<file path="src/rtl/uart_tx_ctrl.sv">
// UART transmit sequencer: frames a parallel word as start, LSB-first data,
// optional parity and stop bit, and gates the external parity calculator.
module uart_tx_ctrl #(
  parameter int unsigned WIDTH = 8
) (
  input  logic             CLK,
  input  logic             RST,
  input  logic [WIDTH-1:0] P_DATA,
  input  logic             DATA_VALID,
  input  logic             PAR_EN,
  input  logic             par_bit,
  output logic             par_calc_en,
  output logic             TX_OUT,
  output logic             BUSY
);

  localparam int unsigned CW = (WIDTH > 1) ? $clog2(WIDTH) : 1;
  localparam logic [CW-1:0] LAST = CW'(WIDTH - 1);

  typedef enum logic [2:0] {
    IDLE   = 3'd0,
    START  = 3'd1,
    DATA   = 3'd2,
    PARITY = 3'd3,
    STOP   = 3'd4
  } state_t;

  state_t           state, state_n;
  logic [CW-1:0]    cnt, cnt_n;
  logic [WIDTH-1:0] data_q, data_n;
  logic             par_en_q, par_en_n;
  logic             tx_n, busy_n;
  logic             ready;
  logic             accept;

  // A new word may only be taken (and its parity latched) in IDLE or STOP
  assign ready       = (state == IDLE) || (state == STOP);
  assign accept      = ready && DATA_VALID;
  assign par_calc_en = ready;

  always_ff @(posedge CLK or negedge RST) begin
    if (!RST) begin
      state    <= IDLE;
      cnt      <= '0;
      data_q   <= '0;
      par_en_q <= 1'b0;
      TX_OUT   <= 1'b1;
      BUSY     <= 1'b0;
    end else begin
      state    <= state_n;
      cnt      <= cnt_n;
      data_q   <= data_n;
      par_en_q <= par_en_n;
      TX_OUT   <= tx_n;
      BUSY     <= busy_n;
    end
  end

  always_comb begin
    state_n  = state;
    cnt_n    = cnt;
    data_n   = data_q;
    par_en_n = par_en_q;
    tx_n     = 1'b1;
    busy_n   = 1'b1;

    case (state)
      IDLE, STOP: begin
        if (accept) begin
          state_n  = START;
          data_n   = P_DATA;
          par_en_n = PAR_EN;
          cnt_n    = '0;
        end else begin
          state_n  = IDLE;
        end
      end
      START:  state_n = DATA;
      DATA: begin
        if (cnt == LAST) begin
          state_n = par_en_q ? PARITY : STOP;
        end else begin
          cnt_n = cnt + CW'(1);
        end
      end
      PARITY: state_n = STOP;
      default: state_n = IDLE;
    endcase

    // Line level and busy follow the state being entered at this edge
    case (state_n)
      IDLE: begin
        tx_n   = 1'b1;
        busy_n = 1'b0;
      end
      START:   tx_n = 1'b0;
      DATA:    tx_n = data_q[cnt_n];
      PARITY:  tx_n = par_bit;
      default: tx_n = 1'b1;
    endcase
  end

endmodule

</file>
<file path="config.mk">
export PLATFORM = sky130hd
export DESIGN_NAME = uart_tx_ctrl
export DESIGN_NICKNAME = d
export VERILOG_FILES = /design/src/rtl/uart_tx_ctrl.sv
export SDC_FILE = /design/constraint.sdc
export NUM_CORES = 1
export LEC_CHECK = 0
export ABC_AREA = 1
export CORE_ASPECT_RATIO = 1.25
export CORE_MARGIN = 2
export CORE_UTILIZATION = 50
export DETAILED_ROUTE_END_ITERATION = 7
export MAX_ROUTING_LAYER = met4
export PLACE_DENSITY_LB_ADDON = 0.3
export SETUP_SLACK_MARGIN = 0.4
export SKIP_LAST_GASP = 1
export SYNTH_ARGS = -nofsm -noshare
export SYNTH_HDL_FRONTEND = slang
export SYNTH_SLANG_ARGS = --single-unit
export TNS_END_PERCENT = 100
</file>
<file path="constraint.sdc">
create_clock -name CLK -period 2.1 [get_ports CLK]
set_input_delay 0.42 -clock CLK [delete_from_list [all_inputs] [get_ports CLK]]
set_output_delay 0.42 -clock CLK [all_outputs]
set_load 0.05 [all_outputs]
</file>
==> impl_metrics.csv <==
group,metric,value,unit
outcome,status,"completed",
routing,drt_iter0_drc,15,
grt,grt_start_max_net_pins,18,
die,io_pins,16,
sta,min_period,1.57,ns
synth,synthTopCellsByCount,"nand2_1 (48), dfrtp_1 (16), nand3_1 (12)",
setup_path,timing.rr.end,"BUSY$_DFF_PN0_",
sta,rsz0062_at_grt,"no",
synth,netlist_instances,112,
setup_path,rr_startpoint,"cnt[0]$_DFF_PN0_",
synth,synth_area_leaders,"dfrtp_1 (43%), nand2_1 (20%), nand3_1 (6.5%), nand2_4 (4.9%), nand3_2 (3.3%)",
die,row_count,17,
pwr,p_total,1.56,mW
clock_tree,cts_sinks,17,
synth,seq_area_frac_synth,46.2,%
synth,synth_edf_count,0,
setup_path,worstPathRequired,1.68,ns
sta,finalHoldViolations,0,
synth,yosysMostFrequentCell,"nand2_1",
setup_path,crit_buf_inv,1,
grt,grt_pass1_wl,3.06,mm
routing,drc_errors,0,
pwr,p_sw_share,46.0,%
die,fp.dieH,52.0,um
die,start_util,52.9,%
die,coreArea,1740,sq um
grt,antenna_found_initial,0,
placed_design,post-dp-hpwl,1.25,mm
pwr,p_int,841,uW
sta,worst_pin_slew,0.483,ns
setup_path,critical_path_class,"reg2out",
sta,timing.final.max_slew_violations,0,
layout,antenna_cells,0,
clock_tree,tritoncts,"yes",
synth,synth-seq-cells,17,
clock_tree,cts_buffers,3,
routing,wl_per_cell,10.8,um
layout,utilization,64.8,%
routing,vias,760,
setup_path,critPathArrivalTime,1.15,ns
clock_tree,clk_latency,0.29,ns
pwr,p_clk_share,11.1,%
setup_path,r2r_slack,0.55,ns
sta,setup_violations,0,
layout,syn_to_final_growth,22.5,%
die,die_area,2210,sq um
synth,yosysTopAreaCell,"dfrtp_1",
setup_path,path_max_fanout,3,
clock_tree,clk_path_buf_depth,2,
setup_path,cp_slowest_cell,"dfrtp_1",
hold_path,worstHoldPathType,"in2async",
clock_tree,root_buffer,"clkbuf_4",
placed_design,gp_congestion,0.868,
grt,grt_pass1_vias,722,
sta,period_share,74.9,%
synth,avgSynthCellArea,8.24,sq um
synth,netlist.area_leader.share,43.4,%
setup_path,worst_setup_path_end_kind,"primary output",
setup_path,critPathTopFamily,"flip-flops",
synth,yosysWarningCount,0,
grt,overflow,0,
synth,synth_cell_types,22,
routing,vias_per_cell,5.03,
layout,layout-drive-gt1-share,22.7,%
sta,fmax,0.636,GHz
routing,drt-total-wl,1.63,mm
routing,drt_pass1_iterations,4,
setup_path,worstPathCellList,"nor2_2, buf_4",
grt,grt_use_total,19.6,%
pwr,peakVddDrop,0.640,mV
pwr,switchingPower,717,uW
sta,max_slew_margin,67.9,%
synth,synth_nets,126,
synth,synthesis.area,923,sq um
sta,clock_skew,0.00278,ns
setup_path,reg2regPathDepth,8,
synth,ys.flop_type,"dfrtp_1",
pwr,pwr-share-seq,37.3,%
die,die_w,42.4,um
pwr,pwr-share-comb,51.6,%
clock_tree,htree_levels,1,
synth,ys_async_sr_fraction,100,%
clock_tree,path_clk_slew,0.09,ns
layout,nNetsFinal,147,
setup_path,cp_slowest_stage_delay,0.45,ns
sta,finalHoldWorstSlack,0.435,ns
run,drv.max_cap_violation_count,0,
clock_tree,cts_hold_buf,0,
setup_path,startpoint_type,"flop",
sta,tns,0,ns
pwr,power_leakage,0.563,nW
routing,antenna_left,0,
placed_design,port_buffers,15,
pwr,power.density,1380,nW/um^2
[power by group through the flow]
stage	clock, mW	combinational (mW)	sequential (mW)
6_report	0.173	0.803	0.581
2_1_floorplan	0	0.560	0.643
3_3_place_gp	0	0.782	0.597
4_1_cts	0.178	0.814	0.580
3_5_place_dp	0	0.802	0.598
5_1_grt	0.190	0.914	0.603
[registers in the layout (all words and copies together), names as in the netlist]
name	cells
data_q	8
state	3
par_en_q	1
BUSY	1
cnt	3
TX_OUT	1
[cell usage in the layout, fill, tap and decap left out]
cell type,instances
nor2_1,1
clkdlybuf4s50_1,12
clkbuf_4,3
nand3_4,1
o31ai_2,1
dfrtp_2,1
o21ai_0,2
a21oi_1,1
nor2_4,1
o21ai_2,1
clkbuf_1,1
nor2_2,1
dfrtp_1,15
nand2_4,4
inv_2,3
dlygate4sd2_1,1
ha_2,1
nand4_1,1
or3_1,1
nand3_1,12
inv_1,8
clkbuf_2,1
nand2_1,47
a21oi_4,1
dfstp_2,1
nand2_2,4
buf_4,3
nand3_2,3
[cells by family after synthesis]
kind of cell | Yosys count | share of synthesized area [%]
DFF | 17 | 46.2
and+or+nand+nor | 76 | 41.7
adders and majority gates | 1 | 1.35
AOI/OAI and AO/OA | 6 | 5.69
buffers and inverters | 12 | 5.01
[what timing repair did]
action / CTS / global route
setup buffers: 1 / 0
hold endpoints to repair: 0 / 0
setup endpoints to repair: 3 / 3
resized for setup: 3 / 4
[through the flow]
step | cell area (sq um) | worst slack (ns) | instances
floorplan | 923 | 0.426 | 112
global placement | 1100 | 0.383 | 146
detailed placement | 1100 | 0.364 | 146
CTS | 1130 | 0.322 | 151
global route | 1130 | 0.418 | 151
finish | 1130 | 0.528 | 151
[cell type report]
class / instances / area, sq um
Clock buffer: 4 / 26.3
Fill cell: 159 / 613
Inverter: 11 / 41.3
Multi-Input combinational cell: 83 / 455
Sequential cell: 17 / 428
Tap cell: 19 / 23.8
Timing Repair Buffer: 17 / 156
[how the worst max path moves through the flow]
stage,start,endpoint,cells past startpoint
2_1_floorplan,state[0]$_DFF_PN0_,TX_OUT$_DFF_PN1_,10
3_3_place_gp,TX_OUT$_DFF_PN1_,TX_OUT,1
3_5_place_dp,cnt[0]$_DFF_PN0_,BUSY$_DFF_PN0_,8
4_1_cts,TX_OUT$_DFF_PN1_,TX_OUT,1
5_1_grt,cnt[1]$_DFF_PN0_,TX_OUT$_DFF_PN1_,11
6_report,state[0]$_DFF_PN0_,par_calc_en,2
[per-layer routing]
| layer | routed length, um | GRT usage, % | share of wire, % | vias up |
|---|---|---|---|---|
| met2 | 790 | 31.5 | 48 | 18 |
| met1 | 722 | 23.6 | 44 | 340 |
| met3 | 70 | 2.08 | 4.3 | 5 |
| met4 | 46 | 12.5 | 2.8 | 0 |
| met5 | 0 | - | 0 | - |
| li1 | - | - | - | 397 |
No activity file was read; power rests on OpenSTA's default activity.
